[src/rtl/ras_ckpt_stack.sv]
// ras_ckpt_stack
//   Return-address stack for the frontend predictor. It is a circular buffer of
//   DEPTH entries with wrap at any DEPTH, overflow/underflow pulses, and NR_CKPT
//   speculative checkpoints. A checkpoint stores {ptr, count, top entry} so the
//   stack can be rolled back when a branch mispredicts.
// Ports
//   clk_i, rst_ni          clock, asynchronous active-low reset
//   flush_i                empty the stack (ptr/count to 0)
//   push_i, pop_i, addr_i  call / return; push and pop together replace the top
//   data_o                 top entry (combinational read of entries[ptr])
//   valid_o, occupancy_o   count != 0, current count
//   ckpt_i, ckpt_id_i      snapshot the pre-update state into a slot
//   restore_i, restore_id_i  reload ptr/count/top from a slot
//   overflow_o/underflow_o registered one-cycle pulses
module ras_ckpt_stack #(
  parameter int unsigned VLEN    = 64,
  parameter int unsigned DEPTH   = 2,
  parameter int unsigned NR_CKPT = 4,
  parameter int unsigned PTR_W   = (DEPTH > 1) ? $clog2(DEPTH) : 1,
  parameter int unsigned CNT_W   = $clog2(DEPTH + 1),
  parameter int unsigned CK_W    = (NR_CKPT > 1) ? $clog2(NR_CKPT) : 1
) (
  input  logic             clk_i,
  input  logic             rst_ni,
  input  logic             flush_i,
  input  logic             push_i,
  input  logic             pop_i,
  input  logic [VLEN-1:0]  addr_i,
  output logic [VLEN-1:0]  data_o,
  output logic             valid_o,
  output logic [CNT_W-1:0] occupancy_o,
  input  logic             ckpt_i,
  input  logic [CK_W-1:0]  ckpt_id_i,
  input  logic             restore_i,
  input  logic [CK_W-1:0]  restore_id_i,
  output logic             overflow_o,
  output logic             underflow_o
);

  typedef struct packed {
    logic [PTR_W-1:0] ptr;
    logic [CNT_W-1:0] cnt;
    logic [VLEN-1:0]  top;
  } ckpt_t;

  logic [DEPTH-1:0][VLEN-1:0] entries;
  ckpt_t [NR_CKPT-1:0]        slot;
  logic [PTR_W-1:0]           ptr, ptr_inc, ptr_dec;
  logic [CNT_W-1:0]           cnt;
  logic                       full, empty;
  logic                       restore_ok, ckpt_ok;
  ckpt_t                      rs_slot;

  // Explicit wrap compare so a non-power-of-two DEPTH never indexes past the end.
  assign ptr_inc = (ptr == PTR_W'(DEPTH - 1)) ? '0 : ptr + PTR_W'(1);
  assign ptr_dec = (ptr == '0) ? PTR_W'(DEPTH - 1) : ptr - PTR_W'(1);
  assign full    = (cnt == CNT_W'(DEPTH));
  assign empty   = (cnt == '0);

  // Slot ids past NR_CKPT (non-power-of-two bank) are dropped. An ignored
  // restore does not block a push/pop in the same cycle.
  assign restore_ok = restore_i && (32'(restore_id_i) < NR_CKPT);
  assign ckpt_ok    = ckpt_i && !flush_i && !restore_i && (32'(ckpt_id_i) < NR_CKPT);
  assign rs_slot    = restore_ok ? slot[restore_id_i] : '0;

  assign data_o      = entries[ptr];
  assign valid_o     = !empty;
  assign occupancy_o = cnt;

  always_ff @(posedge clk_i or negedge rst_ni) begin
    if (!rst_ni) begin
      entries     <= '0;
      slot        <= '0;
      ptr         <= '0;
      cnt         <= '0;
      overflow_o  <= 1'b0;
      underflow_o <= 1'b0;
    end else begin
      overflow_o  <= 1'b0;
      underflow_o <= 1'b0;
      if (flush_i) begin
        ptr <= '0;
        cnt <= '0;
      end else if (restore_ok) begin
        // Only the top entry is recovered; deeper entries clobbered since the
        // snapshot stay clobbered.
        ptr                   <= rs_slot.ptr;
        cnt                   <= rs_slot.cnt;
        entries[rs_slot.ptr]  <= rs_slot.top;
      end else if (push_i && pop_i && !empty) begin
        entries[ptr] <= addr_i;
      end else if (push_i) begin
        // Also covers push+pop on an empty stack (acts as a plain push).
        ptr              <= ptr_inc;
        entries[ptr_inc] <= addr_i;
        if (full) overflow_o <= 1'b1;
        else      cnt        <= cnt + CNT_W'(1);
      end else if (pop_i) begin
        if (empty) begin
          underflow_o <= 1'b1;
        end else begin
          ptr <= ptr_dec;
          cnt <= cnt - CNT_W'(1);
        end
      end
      // Snapshot uses the pre-update values of this cycle.
      if (ckpt_ok) slot[ckpt_id_i] <= {ptr, cnt, entries[ptr]};
    end
  end

  if (DEPTH < 2) begin : g_bad_depth
    $error("ras_ckpt_stack: DEPTH must be >= 2");
  end
  if (NR_CKPT < 1) begin : g_bad_ckpt
    $error("ras_ckpt_stack: NR_CKPT must be >= 1");
  end

  a_occ_range: assert property (@(posedge clk_i) disable iff (!rst_ni)
    occupancy_o <= CNT_W'(DEPTH));
  a_valid_cnt: assert property (@(posedge clk_i) disable iff (!rst_ni)
    (cnt != '0) |-> valid_o);

endmodule

[config.mk]
export PLATFORM = sky130hd
export DESIGN_NAME = ras_ckpt_stack
export DESIGN_NICKNAME = d
export VERILOG_FILES = /design/src/rtl/ras_ckpt_stack.sv
export SDC_FILE = /design/constraint.sdc
export NUM_CORES = 1
export LEC_CHECK = 0
export ABC_AREA = 1
export BUFFER_PORTS_ARGS = -buffer_cell sky130_fd_sc_hd__buf_2
export CAP_MARGIN = 20
export CORE_MARGIN = 2
export CORE_UTILIZATION = 59
export DETAILED_ROUTE_END_ITERATION = 10
export MAX_ROUTING_LAYER = met4
export PLACE_DENSITY = 0.83
export SYNTH_ARGS = -nofsm -noshare
export SYNTH_HDL_FRONTEND = slang
export SYNTH_SLANG_ARGS = --single-unit
[constraint.sdc]
create_clock -name clk_i -period 3.2 [get_ports clk_i]
set_clock_uncertainty 0.1 [all_clocks]
set_input_delay 0.48 -clock clk_i [delete_from_list [all_inputs] [get_ports clk_i]]
set_output_delay 0.48 -clock clk_i [all_outputs]
set_load 0.02 [all_outputs]
---- After elaboration in Yosys (flattened, before gate mapping) ----
Cells that the tools add are included.
storage, ports and cells
  bits of input ports ..................... 75
  flip-flop bits (word level) ............. 401
  output and inout port bits .............. 69
cells by class
  mux-type cells .......................... 46
  reductions and logical operators ........ 17
  order comparisons ....................... 9
  bitwise logic cells ..................... 1
  eq/ne operators ......................... 4
  add/subtract/negate cells ............... 4
operator list
  cell                   count
  $bwmux W128            3
  $mux W128              3
  $mux W64               5
  $bwmux W268            1
  $mux W67               3
  $demux W64 S1          3
  $bmux W67 S2           1
  $demux W67 S2          1
  $mux W1                19
  $mux W2                7
  $logic_and A1 B1 Y1    8
  $ne A4 B4 Y1 const B   2
  $lt A1 B2 Y1 const B   3
  $lt A2 B3 Y1 const B   2
  $reduce_and A4 Y1      1
  $reduce_bool A4 Y1     1
  $ge A1 B1 Y1 const B   3
  $logic_not A1 Y1       3
  $ne A3 B3 Y1 const B   1
  $reduce_and A3 Y1      1
  $reduce_bool A3 Y1     1
  $add A2 B1 Y2 const B  1
  $eq A2 B2 Y1 const B   1
  $ge A2 B1 Y1 const B   1
  6 further kinds        6

---- Depth between registers and ports, before layout ----
  depth after elaboration ................. 10
  gate-level depth with buffers ........... 12
  depth with buffers taken out ............ 9

---- Worst setup path before layout ----
Ideal clock, no wire load.
  kind .................................... flip-flop to output port
  start ................................... reg ptr
  end ..................................... out data_o[44]
  cell stages (with the launch flop) ...... 6
  buffers on the path ..................... 3
  slack ................................... 1448 ps
  arrival time ............................ 1172 ps
  cells stage by stage .................... dfrtp_1 > buf_2 > buf_2 > clkbuf_1 > nand2_1 > nand2_1
between the ends
  cells in the longest elaborated chain, start to end .. 2
RTL lines
  element                                      RTL line  source
  start: declaration                           48        logic [PTR_W-1:0] ptr, ptr_inc, ptr_dec;
  start signal: assignment                     87        ptr <= rs_slot.ptr;
  start signal: assignment                     94        ptr <= ptr_inc;
  start signal: assignment                     102       ptr <= ptr_dec;
  $mux W64 (not written as such) (2 in a row)  66        assign data_o = entries[ptr];
  end: declaration                             29        output logic [VLEN-1:0] data_o,
No other way between the ends. The select of a mux whose other input is x is not followed.

---- Final worst setup path ----
  start ................................... reg ptr
  end ..................................... out data_o[13]
Same word-level chain as after synthesis.

==> impl_summary.txt <==
----------------------------------------------------
[Status]
  Status ... finished, final reports clean

[Place]
  IO buf count ... 143
  Detailed placement HPWL ... 38910 µm
  RePlAce Congestion ... 0.8425
  Worst setup slack after placement ... 0.5174 ns

[Worst setup path]
  Worst reg2reg startpoint ... ptr$_DFFE_PN0P_
  Category of cells accounting for the largest share of critical-path delay ... buffers and inverters
  WP buf/inv ... 3
  Launching instance or port of the critical path ... ptr$_DFFE_PN0P_
  Crit Reg-Reg Endpoint ... entries[47]$_DFFE_PN0P_
  Critical Path Fanout Max ... 34
  Req. time, crit path ... 2.62 ns
  Stages on worst setup path ... 5
  Cells along the critical path ... inv_4, buf_4, nand2_1, nand2_1, buf_2
  CP Class ... register to output port
  Cell seen most often among critical-path stages ... nand2_1
  Kind of end point of the critical path ... output port
  WP data arrival ... 2.30 ns
  Cell count of the worst reg-to-reg path ... 8
  Slowest stage cell, crit path ... dfrtp_4
  Type of origin of the critical path ... register
  Setup slack of the worst register-to-register path ... 0.76 ns
  Endpoint of the most critical setup path ... data_o[13]
  Peak per-stage delay on the critical path ... 0.51 ns

[Drt]
  Total via count in the routed design ... 21967
  Violation count after the first detailed-routing iteration ... 2254
  Highest metal layer with signal wires ... met4
  Routed length on met2 ... 30150 µm
  Residual antenna-violating net count after detailed routing ... 0
  Detailed-router iteration count before antenna repair ... 6
  Met3 Wirelength ... 7202 µm
  Metal-1 WL ... 25400 µm
  Total Wirelength ... 65040 µm
  Residual DRC count ... 0
  Avg WL per Cell ... 16.72 µm
  Mean number of vias per cell ... 5.648

[STA]
  Final Setup Violations ... 0
  Slew of the pin with the lowest slew margin ... 0.9153 ns
  Aggregate negative setup slack ... 0 ns
  Final worst slack ... 0.3227 ns
  Setup repair after global routing missed its margin ... no
  Worst Hold Margin ... 0.02623 ns
  Min Tclk post-route ... 2.877 ns
  Highest achievable clock rate ... 0.3476 GHz
  Fin. max-slew vios ... 0
  Final Hold Vio Count ... 0
  Share of the cycle needed by the critical path after routing ... 89.91%
  Worst slew margin relative to its limit ... 38.98%

[Pwr]
  Relative contribution of sequential cells to total power ... 40.9%
  P_leak ... 13.58 nW
  Peak supply drop ... 0.4783 mV
  Sw frac ... 34.22%
  PD cells ... 681.2 nW/µm²
  P_sw ... 5.753 mW
  Relative contribution of combinational cells to total power ... 27.0%
  Clk network pwr share ... 32.1%
  Final Power ... 16.81 mW
  Design internal power ... 11.06 mW

[Yosys]
  Synth Area in Adders ... 0%
  Area leader, netlist ... dfrtp_1
  Synth Area per Inst ... 6.744 µm²
  Simple-Gate Fraction of Synth Area ... 38.60%
  Compound-gate portion of the synthesized area ... 6.143%
  Dominant combinational cell family by area after synthesis ... simple AND/OR/NAND/NOR gates
  Yosys warning count ... 0
  Sequential share of the synthesized area ... 44.75%
  Multiplexer share of the synthesized area ... 0%
  XOR/XNOR share of the synthesized area ... 0%
  Nets in the synthesized netlist ... 3400
  Cell variety after synth ... 22
  Number of standard cells after synthesis ... 3325
  Post-synthesis instance area ... 22420 µm²
  Fraction of synthesized cell area taken by the top area cell type ... 44.75%
  Cell types with the largest area share after synthesis ... dfrtp_1 45%, nand2_1 29%, nand3_1 8.9%, o21ai_1 5.8%, inv_1 4.6%
  Number of flip-flops and latches in the synthesized netlist ... 401

[Clocking]
  Clock sink total ... 401
  Insertion delay to the later sink of the worst-skew pair ... 0.59 ns
  Number of buffers created by CTS ... 44
  Max Root-Sink Buffers ... 3
  Post-CTS setup buffer count ... 0
  Clock slew at the register clock pins of the worst setup and hold paths ... 0.06 ns
  H-tree levels ... 2
  Root Buffer ... clkbuf_16
  Clock tree from TritonCTS ... done

[Floorplan]
  Number of top-level design ports ... 144
  Die footprint ... 39580 µm²
  Horizontal extent of the die ... 199.0 µm
  Chip height ... 199.0 µm
  Placeable core area ... 37580 µm²
  Initial Utilization ... 59.67%
  Number of rows created at floorplan ... 71

[Final layout]
  Multi-input combinational cell area ... 10040 µm²
  Total number of nets in the final design ... 3419
  Area added between synthesis and finish ... 10.08%
  Filler cells ... 3224
  Combined flip-flop and latch cell area ... 10040 µm²
  Leading cell type in the layout, fill and taps excluded ... nand2_1
  Most frequent cells in the layout ... 1719 x nand2_1, 400 x dfrtp_1, 399 x nand3_1
  Final standard cell utilization of the core ... 65.69%
  Share of cells above drive strength 1 ... 8.536%

[Global route]
  Number of global-route vias before repair ... 21705
  Global-route total usage across every layer ... 34.94%
  Initial antenna violation count ... 4
  Overflow left after global routing ... 0
  Pin count of the biggest net entering global routing ... 131
  Global-route wire length before repair ... 107200 µm

[Worst hold path]
  Worst hold path type ... input port to register
  Source of the worst hold timing path ... pop_i

[Flow run]
  Count of maximum capacitance violations ... 0

----------------------------------------------------
==> area by class of cell <==
class | count | area share, %
Inverter | 283 | 4.334
Tap cell | 511 | 2.590
Timing Repair Buffer | 199 | 5.586
Clock inverter | 13 | 0.9022
Sequential cell | 401 | 40.67
Antenna cell | 4 | 0.04055
Clock buffer | 63 | 5.200
Multi-Input combinational cell | 2415 | 40.68
==> cell families after synthesis <==
group / count (synthesis)
flip-flops: 401
AO/OA/AOI/OAI: 273
AND/OR/NAND/NOR: 2142
buffers and inverters: 509
==> flip-flops by register name (all words and copies together) (netlist names) <==
register     cells
occupancy_o      2
overflow_o       1
ptr              1
underflow_o      1
entries        128
slot           268
==> worst register-to-register path, delay by kind of cell (launching register included) <==
kind	cells	cell delay [ns]
buffers and inverters	2	0.98
AND/OR/NAND/NOR	6	0.84
flip-flops	1	0.45
==> cells in the mapped netlist (all sizes together) <==
| cell | number |
|---|---|
| nand2 | 1723 |
| dfrtp | 401 |
| nand3 | 401 |
| inv | 283 |
| o21ai | 271 |
| buf | 175 |
| clkbuf | 51 |
| nor2 | 12 |
| nor3 | 4 |
| a21oi | 2 |
| and2 | 1 |
| nand4 | 1 |
==> power by group through the flow <==
| stage | logic [mW] | clock network (mW) | registers [mW] |
|---|---|---|---|
| global placement | 4.27 | 0 | 6.89 |
| CTS | 4.51 | 5.42 | 6.87 |
| finish | 4.55 | 5.39 | 6.88 |
| global route | 5.14 | 5.65 | 7.01 |
| floorplan | 3.27 | 0 | 6.80 |
| detailed placement | 4.46 | 0 | 6.95 |
==> what timing repair did <==
action,in CTS,in global routing
hold buffers,1,0
gates resized for setup,0,0
hold endpoints to repair,50,0
==> worst min path at each step <==
stage                                   endpoint  cells past startpoint
after CTS                   overflow_o$_DFF_PN0_                      2
after global placement      slot[76]$_DFFE_PN0P_                      1
final                       overflow_o$_DFF_PN0_                      2
after floorplan           entries[0]$_DFFE_PN0P_                      0
after detailed placement     slot[9]$_DFFE_PN0P_                      1
after global routing        overflow_o$_DFF_PN0_                      2
==> routing by layer <==
metal | up-vias | global-route usage [%]
met3 | 195 | 6.867
met4 | 0 | 15.59
met2 | 1214 | 55.49
met5 | - | -
li1 | 10295 | -
met1 | 10263 | 43.57
==> metrics by stage <==
step / area (µm²) / instances
after global placement: 23160 / 3808
final: 24680 / 3889
after CTS: 24670 / 3885
after detailed placement: 23160 / 3808
after floorplan: 22420 / 3325
after global routing: 24680 / 3889
Note: power is estimated with default switching activity, not from simulation.
